[config.mk]
export PLATFORM = sky130hd
export DESIGN_NAME = fifo_4x16
export DESIGN_NICKNAME = d
export VERILOG_FILES = /design/src/rtl/hack_pkg.sv /design/src/rtl/mux_4_way_16.sv /design/src/rtl/register_16.sv /design/src/rtl/fifo_4x16.sv
export SDC_FILE = /design/constraint.sdc
export NUM_CORES = 1
export LEC_CHECK = 0
export ABC_AREA = 1
export BUFFER_PORTS_ARGS = -buffer_cell sky130_fd_sc_hd__buf_4
export CORE_AREA = 8 8 104 83
export DETAILED_ROUTE_END_ITERATION = 16
export DIE_AREA = 0 0 112 91
export PLACE_DENSITY = 0.73
export SLEW_MARGIN = 10
export SYNTH_ARGS = -nofsm -noshare
export SYNTH_HDL_FRONTEND = slang
export SYNTH_SLANG_ARGS = --single-unit
[constraint.sdc]
create_clock -name clk -period 2.1 [get_ports clk]
set_input_delay 0.105 -clock clk [delete_from_list [all_inputs] [get_ports clk]]
set_output_delay 0.105 -clock clk [all_outputs]
set_load 0.02 [all_outputs]
[src/rtl/hack_pkg.sv]
// Shared types and sizing for the Hack word buffering blocks.
package hack_pkg;

  localparam int unsigned WORD_W = 16;
  localparam int unsigned DEPTH  = 4;
  localparam int unsigned PTR_W  = 2;
  localparam int unsigned CNT_W  = 3;

  typedef logic [WORD_W-1:0] word_t;

endpackage

[src/rtl/mux_4_way_16.sv]
// Four-input, 16-bit combinational word selector.
module mux_4_way_16
  import hack_pkg::*;
(
  input  word_t      a,
  input  word_t      b,
  input  word_t      c,
  input  word_t      d,
  input  logic [1:0] sel,
  output word_t      y
);

  // Select one of four words.
  always_comb begin
    y = a;
    unique case (sel)
      2'd0:    y = a;
      2'd1:    y = b;
      2'd2:    y = c;
      default: y = d;
    endcase
  end

endmodule

[src/rtl/register_16.sv]
// 16-bit storage register with load enable and asynchronous clear.
module register_16
  import hack_pkg::*;
(
  input  logic  clk,
  input  logic  reset,
  input  logic  load,
  input  word_t d,
  output word_t q
);

  // Capture d on load; reset clears the word immediately.
  always_ff @(posedge clk or posedge reset) begin
    if (reset) begin
      q <= '0;
    end else if (load) begin
      q <= d;
    end
  end

endmodule

[src/rtl/fifo_4x16.sv]
// 4-entry first-word-fall-through FIFO of Hack words with valid/ready on both sides.
// The head word is read straight out of storage through the mux, so a word written
// at one edge is visible right after that edge, with no in_data-to-out_data bypass.
module fifo_4x16
  import hack_pkg::*;
#(
  parameter int unsigned AFULL_LEVEL = 3
)
(
  input  logic             clk,
  input  logic             reset,
  input  word_t            in_data,
  input  logic             in_valid,
  output logic             in_ready,
  output word_t            out_data,
  output logic             out_valid,
  input  logic             out_ready,
  output logic [CNT_W-1:0] count,
  output logic             full,
  output logic             empty,
  output logic             almost_full
);

  logic [PTR_W-1:0] wr_ptr;
  logic [PTR_W-1:0] rd_ptr;
  logic             push;
  logic             pop;
  word_t            words [DEPTH];

  // Flags are pure decodes of the occupancy count.
  assign full        = (count == CNT_W'(DEPTH));
  assign empty       = (count == '0);
  assign almost_full = (count >= CNT_W'(AFULL_LEVEL));
  assign in_ready    = ~full;
  assign out_valid   = ~empty;

  // A transfer happens on each side only when both handshake halves are high.
  assign push = in_valid & in_ready;
  assign pop  = out_valid & out_ready;

  // Storage: exactly one word loads per push, selected by the write pointer.
  for (genvar i = 0; i < DEPTH; i++) begin : g_store
    register_16 u_word (
      .clk   (clk),
      .reset (reset),
      .load  (push && (wr_ptr == PTR_W'(i))),
      .d     (in_data),
      .q     (words[i])
    );
  end

  // Head of the queue is the word under the read pointer.
  mux_4_way_16 u_head_mux (
    .a   (words[0]),
    .b   (words[1]),
    .c   (words[2]),
    .d   (words[3]),
    .sel (rd_ptr),
    .y   (out_data)
  );

  // Pointers wrap naturally at 2 bits; count tracks pushes minus pops.
  always_ff @(posedge clk or posedge reset) begin
    if (reset) begin
      wr_ptr <= '0;
      rd_ptr <= '0;
      count  <= '0;
    end else begin
      if (push) begin
        wr_ptr <= wr_ptr + PTR_W'(1);
      end
      if (pop) begin
        rd_ptr <= rd_ptr + PTR_W'(1);
      end
      unique case ({push, pop})
        2'b10:   count <= count + CNT_W'(1);
        2'b01:   count <= count - CNT_W'(1);
        default: count <= count;
      endcase
    end
  end

endmodule

==> impl_results.rst <==
.. list-table::
   :header-rows: 1

   * - Metric
     - Value
   * - Antenna violations before repair
     - 0
   * - Startpoint kind of the worst setup timing path
     - flop
   * - Drt initial violations
     - 254
   * - Leading cell types by count after synthesis
     - 240 x sky130_fd_sc_hd__nand2_1, 71 x sky130_fd_sc_hd__dfrtp_1, 65 x sky130_fd_sc_hd__nand4_1, 21 x sky130_fd_sc_hd__nand3_1, 17 x sky130_fd_sc_hd__buf_2
   * - Cell family contributing the most delay on the critical path
     - simple AND/OR/NAND/NOR gates
   * - Status
     - finished clean
   * - Area enclosed by the die boundary
     - 10200 um2
   * - Wire length of the first global-routing pass
     - 16500 um
   * - Count of boundary I/O pins
     - 44
   * - Number of maximum-capacitance constraint violations
     - 0
   * - Worst Setup Path Type
     - reg -> reg
   * - Synth Register Bits
     - 71
   * - Final-stage net count
     - 537
   * - Worst Setup End Kind
     - flop
   * - Delay contributed by the slowest stage of the critical path
     - 440 ps
   * - Final-layout setup total negative slack
     - 0 ps
   * - Fin area
     - 4270 um2
   * - Highest-delay cell along the critical path
     - sky130_fd_sc_hd__dfrtp_1
   * - Post-route ant nets
     - 0
   * - Overall overflow remaining after global route
     - 0
   * - Largest cells by area after synthesis
     - sky130_fd_sc_hd__dfrtp_1 49%, sky130_fd_sc_hd__nand2_1 25%, sky130_fd_sc_hd__nand4_1 11%, sky130_fd_sc_hd__ha_1 3.1%, sky130_fd_sc_hd__nand3_1 2.9%
   * - Mean area per synthesized cell
     - 7.81 um2
   * - Peak ir drop on the vdd network
     - 0.000945 V
   * - Cell-by-cell listing of the critical path
     - inv_1 -> nand2_1 -> nand2_1 -> inv_1 -> ha_1 -> inv_1 -> fa_1 -> nand2_1 -> nand3_1 -> nand2_1 -> nand2_1
   * - Portion of the clock cycle consumed by the worst path in the final layout
     - 90.4%
   * - Leak
     - 0.00234 uW
   * - Clock insertion delay at the later pin of the skew report
     - 340 ps
   * - Area of the core
     - 7030 um2
   * - Number of fill cells in the layout
     - 637
   * - Final-report setup violation count
     - 0
   * - Post-CTS clock slew at the launch and capture registers of the worst setup and hold paths
     - 70 ps
   * - Cell at the root of the clock tree
     - sky130_fd_sc_hd__clkbuf_8
   * - Row cnt
     - 27
   * - Layout area overhead
     - 16.9%
   * - Overall power of the completed layout
     - 7050 uW
   * - Most numerous cell on the critical path
     - sky130_fd_sc_hd__nand2_1
   * - Buffers & Inverters on Critical Path
     - 3
   * - Number of global-route vias before repair
     - 3352
   * - Initial core utilization
     - 51.9%
   * - Pwr/cell area
     - 1650 nW/um2
   * - Share of Yosys cell area claimed by the top area cell type
     - 48.7%
   * - Proportion of synthesized chip area in sequential cells
     - 48.7%
   * - Post-route DRC
     - 0
   * - CTS Buffer Depth
     - 2
   * - Final setup skew
     - 6.52 ps
   * - Count of flip-flops with a built-in enable after synthesis
     - 0
   * - Via/cell ratio
     - 5.47
   * - Post-synthesis net count
     - 497
   * - Post-Syn Area
     - 3650 um2
   * - Routability congestion estimate
     - 0.771
   * - Routed wire per std cell
     - 16.1 um
   * - Vias after detailed routing
     - 3279
   * - Top cell type by total area after synthesis
     - sky130_fd_sc_hd__dfrtp_1
   * - Min-delay worst type
     - in -> reg
   * - CTS tree
     - done
   * - Number of endpoints with negative hold slack in the final report
     - 0
   * - Highest achievable clock rate
     - 527 MHz
   * - CTS Buf Count
     - 9
   * - Data arrival time at the worst-slack endpoint
     - 2130 ps
   * - Critical Path RT
     - 2330 ps
   * - Tightest hold margin
     - 26.7 ps
   * - Clock tree sinks
     - 71
   * - Wire length after detailed routing
     - 9620 um
   * - Largest net degree at the start of global routing
     - 46
   * - Antenna fix cells
     - 0
   * - Synth warn
     - 0
   * - Synthesized netlist cell count
     - 467
   * - Placed cell count
     - 582
   * - Setup Fix Bufs, Post-CTS
     - 0
   * - Area after detailed placement
     - 4060 um2
   * - Primary flip-flop cell chosen by synthesis mapping
     - sky130_fd_sc_hd__dfrtp_1
   * - Number of pins with negative max-slew slack in the final report
     - 0
   * - Highest net fanout along the worst path
     - 5
   * - Most used standard cell by instance count after synthesis
     - sky130_fd_sc_hd__nand2_1
   * - Half-perimeter wire length after detailed placement
     - 6240 um
   * - Proportion of register bits with asynchronous set or reset after synthesis
     - 100%
   * - Share of final-layout standard cells stronger than drive strength 1
     - 17.0%
   * - Die width
     - 112 um
   * - GRT Overall Usage
     - 20.1%
   * - Non-filler instance count after layout
     - 599
   * - Time the worst path needs with I/O delays and setup
     - 1900 ps
   * - Unrepaired setup endpoints after global routing
     - false
   * - Count of input and output buffers
     - 43
   * - Die height
     - 91 um
   * - Headroom to the max-slew limit
     - 74.2%
   * - Slew at the pin with the worst max-slew slack
     - 387 ps
   * - DR pass1 iterations
     - 4
   * - Total number of H-tree levels
     - 3
   * - Count of distinct cell types in the synthesized netlist
     - 17
[worst paths after layout]
kind / start / endpoint / slack, ps / cells after the start
worst max-delay path: count[2] / count[2] / 200 / 11
worst min-delay path: out_ready / rd_ptr[1] / 30 / 3
worst max register to register: count[2] / count[2] / 200 / 11
worst min register to register: g_store[0].u_word.q[6] / g_store[0].u_word.q[6] / 470 / 2
max in group asynchronous: reset / g_store[0].u_word.q[6] / 1260 / 4
min in group asynchronous: reset / g_store[0].u_word.q[0] / 280 / 3
[cells in the final DEF (no fill, tap or decap)]
| cell type | netlist | layout |
|---|---|---|
| sky130_fd_sc_hd__nand2_4 | 1 | 1 |
| sky130_fd_sc_hd__ha_1 | 9 | 7 |
| sky130_fd_sc_hd__buf_6 | 2 | 1 |
| sky130_fd_sc_hd__nand4_1 | 65 | 65 |
| sky130_fd_sc_hd__dfrtp_1 | 71 | 71 |
| sky130_fd_sc_hd__nor2_2 | 1 | 1 |
| sky130_fd_sc_hd__fa_1 | 1 | 1 |
| sky130_fd_sc_hd__clkbuf_1 | 6 | 2 |
| sky130_fd_sc_hd__bufinv_16 | 0 | 1 |
| sky130_fd_sc_hd__inv_2 | 0 | 1 |
| sky130_fd_sc_hd__clkinv_2 | 0 | 3 |
| sky130_fd_sc_hd__xnor2_1 | 1 | 1 |
| sky130_fd_sc_hd__inv_1 | 15 | 14 |
| sky130_fd_sc_hd__dlygate4sd3_1 | 0 | 1 |
| sky130_fd_sc_hd__nand2_1 | 240 | 240 |
| sky130_fd_sc_hd__buf_4 | 6 | 62 |
| sky130_fd_sc_hd__buf_12 | 0 | 1 |
| sky130_fd_sc_hd__clkbuf_8 | 0 | 10 |
| sky130_fd_sc_hd__nand3_1 | 21 | 21 |
| sky130_fd_sc_hd__ha_2 | 0 | 2 |
| sky130_fd_sc_hd__o21ai_0 | 2 | 2 |
| sky130_fd_sc_hd__nand3_2 | 4 | 4 |
[area by class of cell]
type	count	area, um2	share of cell area [%]
Inverter	15	56.3	1.32
Multi-Input combinational cell	345	1630	38.1
Sequential cell	71	1780	41.7
Clock inverter	4	45.0	1.06
Clock buffer	12	145	3.40
Tap cell	87	109	2.55
Timing Repair Buffer	65	507	11.9
[logic make-up (layout without fill, tap and decap cells)]
family                   count (synthesis)  after routing  synth area share [%]
AND/OR/NAND/NOR                        332            332                  40.3
buffers and inverters                   51             96                  6.86
XOR/XNOR                                 1              1                 0.240
adder cells (fa/ha/maj)                 10             10                  3.64
AO/OA/AOI/OAI                            2              2                 0.274
flip-flops                              71             71                  48.7
[sequential cells by signal (all words and copies together) (netlist names)]
name and flops:
wr_ptr 2, count 3, g_store.u_word.q 64, rd_ptr 2
[metrics by stage]
step / util, % / worst slack, ps
floorplan: - / 135
global placement: 57.7 / 330
detailed placement: 57.7 / 217
CTS: 60.6 / 65.4
global route: 60.7 / 12.3
finish: 60.7 / 201
[repair_timing]
item                                    in CTS  in global routing
endpoints found under the setup margin       0                  2
gates resized for setup                      0                  3
endpoints found under the hold margin       12                  0
hold buffers                                 1                  0
[worst reg2reg max path, stage by stage, from the launching register on]
cell and delay (ps):
sky130_fd_sc_hd__dfrtp_1 440, sky130_fd_sc_hd__inv_1 100, sky130_fd_sc_hd__nand2_1 160, sky130_fd_sc_hd__nand2_1 110
sky130_fd_sc_hd__inv_1 70, sky130_fd_sc_hd__ha_1 170, sky130_fd_sc_hd__inv_1 70, sky130_fd_sc_hd__fa_1 380
sky130_fd_sc_hd__nand2_1 100, sky130_fd_sc_hd__nand3_1 70, sky130_fd_sc_hd__nand2_1 60, sky130_fd_sc_hd__nand2_1 50
[power breakdown]
group	internal [uW]	switching [uW]
clock	576	488
combinational	1330	2280
sequential	2000	376
[per-layer routing]
| layer | routed length, um | track usage (%) | up-vias |
|---|---|---|---|
| li1 | - | - | 1608 |
| met2 | 4560 | 32.7 | 116 |
| met5 | 0 | 0 | - |
| met1 | 3990 | 25.4 | 1541 |
| met4 | 106 | 5.71 | 0 |
| met3 | 971 | 6.02 | 14 |
Power figures use the tool's default switching activity.
